<file path="config.mk">
export PLATFORM = sky130hd
export DESIGN_NAME = elevator_ctrl_scan_flat
export DESIGN_NICKNAME = d
export VERILOG_FILES = /design/src/rtl/elevator_ctrl_scan_if.sv /design/src/rtl/elevator_ctrl_scan.sv /design/src/flat_wrapper.sv
export SDC_FILE = /design/constraint.sdc
export NUM_CORES = 1
export LEC_CHECK = 0
export ABC_AREA = 1
export CORE_ASPECT_RATIO = 0.9
export CORE_MARGIN = 4
export CORE_UTILIZATION = 58
export CTS_BUF_LIST = sky130_fd_sc_hd__clkbuf_2 sky130_fd_sc_hd__clkbuf_4 sky130_fd_sc_hd__clkbuf_8
export DETAILED_ROUTE_END_ITERATION = 7
export PLACE_DENSITY = 0.83
export SYNTH_ARGS = -nofsm -noshare
export SYNTH_HDL_FRONTEND = slang
export SYNTH_SLANG_ARGS = --single-unit
</file>
<file path="constraint.sdc">
create_clock -name clk -period 3.9 [get_ports clk]
set_clock_uncertainty 0.1 [all_clocks]
set_input_delay 0.39 -clock clk [delete_from_list [all_inputs] [get_ports clk]]
set_output_delay 0.39 -clock clk [all_outputs]
set_load 0.01 [all_outputs]
</file>
<file path="src/rtl/elevator_ctrl_scan_if.sv">
// Call/status bundle between floor-call logic and the elevator controller.
// The master drives calls and door hold; the slave reports car status.
interface elevator_ctrl_scan_if #(
  parameter int NUM_FLOORS = 51,
  parameter int FLOOR_W    = $clog2(NUM_FLOORS)
);
  logic                  req_valid;
  logic [FLOOR_W-1:0]    req_floor;
  logic                  door_hold;
  logic [FLOOR_W-1:0]    elevator_floor;
  logic                  moving;
  logic                  dir_up;
  logic                  door_open;
  logic [NUM_FLOORS-1:0] pending;
  logic                  req_err;

  modport master (
    output req_valid, req_floor, door_hold,
    input  elevator_floor, moving, dir_up,
    input  door_open, pending, req_err
  );

  modport slave (
    input  req_valid, req_floor, door_hold,
    output elevator_floor, moving, dir_up,
    output door_open, pending, req_err
  );
endinterface

</file>
<file path="src/rtl/elevator_ctrl_scan.sv">
// SCAN-order elevator controller with a pending-call bitmap,
// per-floor travel time and a timed, holdable door phase.
module elevator_ctrl_scan #(
  parameter int NUM_FLOORS    = 51,
  parameter int FLOOR_W       = $clog2(NUM_FLOORS),
  parameter int TRAVEL_CYCLES = 4,
  parameter int DOOR_CYCLES   = 8
) (
  input  logic                 clk,
  input  logic                 reset,
  elevator_ctrl_scan_if.slave  bus
);

  localparam int TW = $clog2(TRAVEL_CYCLES + 1);
  localparam int DW = $clog2(DOOR_CYCLES + 1);

  typedef enum logic [1:0] {
    S_IDLE,
    S_MOVE,
    S_DOOR
  } state_e;

  state_e                state_q, state_d;
  logic [FLOOR_W-1:0]    floor_q, floor_d;
  logic                  dir_q, dir_d;
  logic [NUM_FLOORS-1:0] pend_q, pend_d;
  logic                  err_q;
  logic [TW-1:0]         tcnt_q, tcnt_d;
  logic [DW-1:0]         dcnt_q, dcnt_d;

  logic                  bad, same, setb;
  logic                  step, hit, ahead, behind;
  logic [FLOOR_W-1:0]    step_floor;
  logic [NUM_FLOORS-1:0] set_mask, step_hot;
  logic [NUM_FLOORS-1:0] above, below;

  assign bad  = bus.req_valid &&
                (int'(bus.req_floor) >= NUM_FLOORS);
  assign same = bus.req_valid && !bad &&
                (bus.req_floor == floor_q) &&
                (state_q != S_MOVE);
  assign setb = bus.req_valid && !bad && !same;

  assign step = (state_q == S_MOVE) &&
                (tcnt_q == TW'(TRAVEL_CYCLES - 1));
  assign step_floor = dir_q ? floor_q + FLOOR_W'(1)
                            : floor_q - FLOOR_W'(1);

  always_comb begin
    set_mask = '0;
    step_hot = '0;
    above    = '0;
    below    = '0;
    for (int i = 0; i < NUM_FLOORS; i++) begin
      set_mask[i] = setb && (bus.req_floor == FLOOR_W'(i));
      step_hot[i] = (step_floor == FLOOR_W'(i));
      above[i]    = pend_q[i] && (FLOOR_W'(i) > floor_q);
      below[i]    = pend_q[i] && (FLOOR_W'(i) < floor_q);
    end
  end

  assign hit    = step && |(pend_q & step_hot);
  assign ahead  = dir_q ? |above : |below;
  assign behind = dir_q ? |below : |above;

  // Arrival clear is applied after the new call so clear wins.
  assign pend_d = (pend_q | set_mask) &
                  ~(hit ? step_hot : '0);

  always_comb begin
    state_d = state_q;
    floor_d = floor_q;
    dir_d   = dir_q;
    tcnt_d  = tcnt_q;
    dcnt_d  = dcnt_q;
    unique case (state_q)
      S_IDLE: begin
        if (same) begin
          state_d = S_DOOR;
          dcnt_d  = '0;
        end else if (ahead) begin
          state_d = S_MOVE;
          tcnt_d  = '0;
        end else if (behind) begin
          state_d = S_MOVE;
          dir_d   = !dir_q;
          tcnt_d  = '0;
        end
      end
      S_MOVE: begin
        if (step) begin
          floor_d = step_floor;
          tcnt_d  = '0;
          if (hit) begin
            state_d = S_DOOR;
            dcnt_d  = '0;
          end
        end else begin
          tcnt_d = tcnt_q + TW'(1);
        end
      end
      S_DOOR: begin
        if (bus.door_hold || same) begin
          dcnt_d = '0;
        end else if (dcnt_q == DW'(DOOR_CYCLES - 1)) begin
          if (ahead) begin
            state_d = S_MOVE;
            tcnt_d  = '0;
          end else if (behind) begin
            state_d = S_MOVE;
            dir_d   = !dir_q;
            tcnt_d  = '0;
          end else begin
            state_d = S_IDLE;
          end
        end else begin
          dcnt_d = dcnt_q + DW'(1);
        end
      end
      default: state_d = S_IDLE;
    endcase
  end

  always_ff @(posedge clk or posedge reset) begin
    if (reset) begin
      state_q <= S_IDLE;
      floor_q <= '0;
      dir_q   <= 1'b1;
      pend_q  <= '0;
      err_q   <= 1'b0;
      tcnt_q  <= '0;
      dcnt_q  <= '0;
    end else begin
      state_q <= state_d;
      floor_q <= floor_d;
      dir_q   <= dir_d;
      pend_q  <= pend_d;
      err_q   <= bad;
      tcnt_q  <= tcnt_d;
      dcnt_q  <= dcnt_d;
    end
  end

  assign bus.elevator_floor = floor_q;
  assign bus.moving         = (state_q == S_MOVE);
  assign bus.dir_up         = dir_q;
  assign bus.door_open      = (state_q == S_DOOR);
  assign bus.pending        = pend_q;
  assign bus.req_err        = err_q;

endmodule

</file>
<file path="src/flat_wrapper.sv">
// flat-port wrapper written by rule: the top's interface ports become plain ports
module elevator_ctrl_scan_flat 
#(
  parameter int NUM_FLOORS    = 51,
  parameter int FLOOR_W       = $clog2(NUM_FLOORS),
  parameter int TRAVEL_CYCLES = 4,
  parameter int DOOR_CYCLES   = 8
)
  (clk, reset, bus_req_valid, bus_req_floor, bus_door_hold, bus_elevator_floor, bus_moving, bus_dir_up, bus_door_open, bus_pending, bus_req_err);
  elevator_ctrl_scan_if #(.NUM_FLOORS(NUM_FLOORS), .FLOOR_W(FLOOR_W)) bus_i ();
  input  logic clk;
  input  logic reset;
  input wire logic [$bits(bus_i.req_valid)-1:0] bus_req_valid;
  input wire logic [$bits(bus_i.req_floor)-1:0] bus_req_floor;
  input wire logic [$bits(bus_i.door_hold)-1:0] bus_door_hold;
  output wire logic [$bits(bus_i.elevator_floor)-1:0] bus_elevator_floor;
  output wire logic [$bits(bus_i.moving)-1:0] bus_moving;
  output wire logic [$bits(bus_i.dir_up)-1:0] bus_dir_up;
  output wire logic [$bits(bus_i.door_open)-1:0] bus_door_open;
  output wire logic [$bits(bus_i.pending)-1:0] bus_pending;
  output wire logic [$bits(bus_i.req_err)-1:0] bus_req_err;
  assign bus_i.req_valid = bus_req_valid;
  assign bus_i.req_floor = bus_req_floor;
  assign bus_i.door_hold = bus_door_hold;
  assign bus_elevator_floor = bus_i.elevator_floor;
  assign bus_moving = bus_i.moving;
  assign bus_dir_up = bus_i.dir_up;
  assign bus_door_open = bus_i.door_open;
  assign bus_pending = bus_i.pending;
  assign bus_req_err = bus_i.req_err;
  elevator_ctrl_scan #(.NUM_FLOORS(NUM_FLOORS), .FLOOR_W(FLOOR_W), .TRAVEL_CYCLES(TRAVEL_CYCLES), .DOOR_CYCLES(DOOR_CYCLES)) u_core (.clk(clk), .reset(reset), .bus(bus_i));
endmodule
</file>
==> impl_metrics.env <==
export IMPL_status="finished clean"
export IMPL_boundaryPins=71
export IMPL_clk_pin_slew_worst_paths_ps=80
export IMPL_worst_setup_path_type="reg -> reg"
export IMPL_cts_path_max_buffers=2
export IMPL_dieArea_mm2=0.0114
export IMPL_placed_area_mm2=0.00652
export IMPL_clkPwrFrac=0.258
export IMPL_dp_hpwl_mm=16.8
export IMPL_postCtsSetupRepairBufs=0
export IMPL_grt_pass1_vias=6573
export IMPL_setup_viol=0
export IMPL_synth_cell_types=38
export IMPL_async_flop_share=1.00
export IMPL_synth_fp_nets=958
export IMPL_vias_per_cell=6.17
export IMPL_crit_path_end_kind="flop"
export IMPL_h_tree_depth=3
export IMPL_cellPowerDensity_mw_per_mm2=307
export IMPL_r2r_end="u_core.bus.pending[36]$_DFF_PP0_"
export IMPL_reg2regPathDepth=19
export IMPL_pwr_share_comb=0.288
export IMPL_stdcell_area_mm2=0.00669
export IMPL_clock_latency_ps=370
export IMPL_crit_start="u_core.bus.elevator_floor[1]$_DFFE_PP0P_"
export IMPL_yosysWarnings=0
export IMPL_ys_top_cells_by_area="dfrtp_1, nand2_1, nand3_1, inv_1, nor2_1"
export IMPL_cp_max_fo=15
export IMPL_drt_initial_drc_count=1255
export IMPL_hold_buffers=0
export IMPL_worst_hold_startpoint="u_core.tcnt_q[1]$_DFFE_PP0P_"
export IMPL_portBuffers=70
export IMPL_critPathRequiredTime_ps=4060
export IMPL_synth_top_area_share=0.296
export IMPL_p_sw_frac=0.365
export IMPL_path_cells="buf_4, ha_1, inv_1, nand2_1, nand2_1, nand2_1, nand2_1, nand3_1, nor2_1, nand3_1, o21ai_1, nor2_1, nand3_1, nor2_1, nand2_4, nand2_4, buf_4, o21ai_1, inv_1"
export IMPL_pwr_share_seq=0.454
export IMPL_fin_crit_sh=0.941
export IMPL_drv_cap=0
export IMPL_drive_gt1_frac=0.0706
export IMPL_cts_tree="yes"
export IMPL_report_final_slew_viol_count=0
export IMPL_finalWirelength_mm=21.7
export IMPL_drc=0
export IMPL_timing_slew_headroom=0.269
export IMPL_ys_seq_area_frac=0.301
export IMPL_antenna_found_initial=0
export IMPL_die_w_um=112
export IMPL_final_util=0.720
export IMPL_drt_pre_antenna_iters=6
export IMPL_clock_root_buffer="clkbuf_8"
export IMPL_clkSinkCount=68
export IMPL_gp_congestion=1.03
export IMPL_final_common_cell="nand2_1"
export IMPL_nets=1032
export IMPL_rsz0062_at_grt="false"
export IMPL_wl_per_cell_um=19.0
export IMPL_timing_hold_ws_ps=388
export IMPL_crit_top_cell="nand2_1"
export IMPL_synth_avg_cell_area_um2=6.00
export IMPL_initial_core_util=0.609
export IMPL_hold_class="reg -> reg"
export IMPL_postCtsResizedCells=0
export IMPL_ant_nets=0
export IMPL_synth_largest_area_cell="dfrtp_1"
export IMPL_crit_end="u_core.bus.pending[36]$_DFF_PP0_"
export IMPL_syn_cell_area_mm2=0.00566
export IMPL_layout_common_cells="nand2_1, inv_1, nor2_1"
export IMPL_fmax_mhz=272
export IMPL_vias=7047
export IMPL_grt_first_pass_wirelength_mm=34.8
export IMPL_dpl_worst_slack_ps=362
export IMPL_grt_max_degree=53
export IMPL_worstReg2RegStart="u_core.bus.elevator_floor[1]$_DFFE_PP0P_"
export IMPL_ys_ff_latch=68
export IMPL_row_count=33
export IMPL_n_antenna_cell=0
export IMPL_timing_final_hold_violations=0
export IMPL_internal_power_mw=1.30
export IMPL_cellLeakagePower_nw=3.23
export IMPL_die_h_um=102
export IMPL_fin_ws_ps=229
export IMPL_arrival_ps=3830
export IMPL_synthCells=942
export IMPL_setup_tns_final_ps=0
export IMPL_vdd_drop_max_mv=0.346
export IMPL_fin_crit_ps=3670
export IMPL_worstMarginPinSlew_ps=1100
export IMPL_p_switching_mw=0.751
export IMPL_ys_flop_type="dfrtp_1"
export IMPL_start_kind="flop"
export IMPL_fp_coreArea_mm2=0.00929
export IMPL_critPathMaxStageDelay_ps=460
export IMPL_grt_use_total=0.388
export IMPL_numCtsBuffers=9
export IMPL_synth_edf_count=0
export IMPL_area_growth_syn_to_layout_pct=18.3
export IMPL_overflow=0
export IMPL_r2r_slack_ps=230
export IMPL_slowest_stage="nor2_1"
[power groups by stage]
stage	sequential (mW)	combinational, mW	clock, mW
after floorplan	0.941	0.251	0
after global placement	0.940	0.571	0
after detailed placement	0.938	0.582	0
after CTS	0.926	0.585	0.534
after global routing	0.944	0.648	0.562
final	0.934	0.592	0.530
[critical path, delay by kind of cell (launching register included)]
kind / cells / cell delay (ps)
AO/OA/AOI/OAI: 2 / 320
adder cells (fa/ha/maj): 1 / 370
buffers and inverters: 4 / 740
flip-flops: 1 / 380
AND/OR/NAND/NOR: 12 / 1620
[final cells by class]
class,count,area (um2)
inverter,153,574
clock buffer,9,124
clock inverter,6,42.5
tap,122,153
fill,848,2600
timing repair buffer,89,843
sequential,68,1700
multi-input combinational,695,3250
[cell families after synthesis]
kind of cell / share of synthesized area
buffers and inverters: 0.125
XOR/XNOR: 0.0108
flip-flops: 0.301
AND/OR/NAND/NOR: 0.387
AO/OA/AOI/OAI: 0.163
adder cells (fa/ha/maj): 0.0133
[cell usage after synthesis, types with 7 or more instances]
cell	count
o211ai_1	7
nor2_2	7
o21ai_0	75
clkbuf_1	10
nor3_1	17
dfrtp_1	67
a21oi_1	20
inv_2	19
nand2_1	246
o21ai_1	23
nand4_1	8
buf_2	10
o22ai_1	19
inv_1	129
nand3_1	104
nor2_1	124
[registers in the layout (all words and copies together) (netlist names)]
register,count
u_core.state_q,2
u_core.bus.elevator_floor,6
u_core.dcnt_q,4
u_core.bus.pending,51
u_core.tcnt_q,3
u_core.bus.dir_up,1
u_core.bus.req_err,1
[how the worst min path moves through the flow]
stage | to | slack (ps) | cells past startpoint
3_3_place_gp | u_core.tcnt_q[1]$_DFFE_PP0P_ | 360 | 2
5_1_grt | u_core.tcnt_q[2]$_DFFE_PP0P_ | 410 | 1
6_report | u_core.tcnt_q[1]$_DFFE_PP0P_ | 390 | 2
3_5_place_dp | u_core.tcnt_q[1]$_DFFE_PP0P_ | 370 | 2
2_1_floorplan | u_core.tcnt_q[1]$_DFFE_PP0P_ | 350 | 2
4_1_cts | u_core.tcnt_q[1]$_DFFE_PP0P_ | 390 | 2
[metrics by stage]
step / cells / power, mW
after floorplan: 942 / 1.19
after global placement: 1127 / 1.51
after detailed placement: 1127 / 1.52
after CTS: 1142 / 2.05
after global routing: 1142 / 2.15
final: 1142 / 2.06
[routing by layer]
metal,global-route usage,part of all wire,wire length (um)
met5,0,0,0
met4,0.165,0.037,793
met3,0.127,0.15,3280
met2,0.569,0.42,9050
met1,0.527,0.39,8540
(Power assumes the default switching activity.)
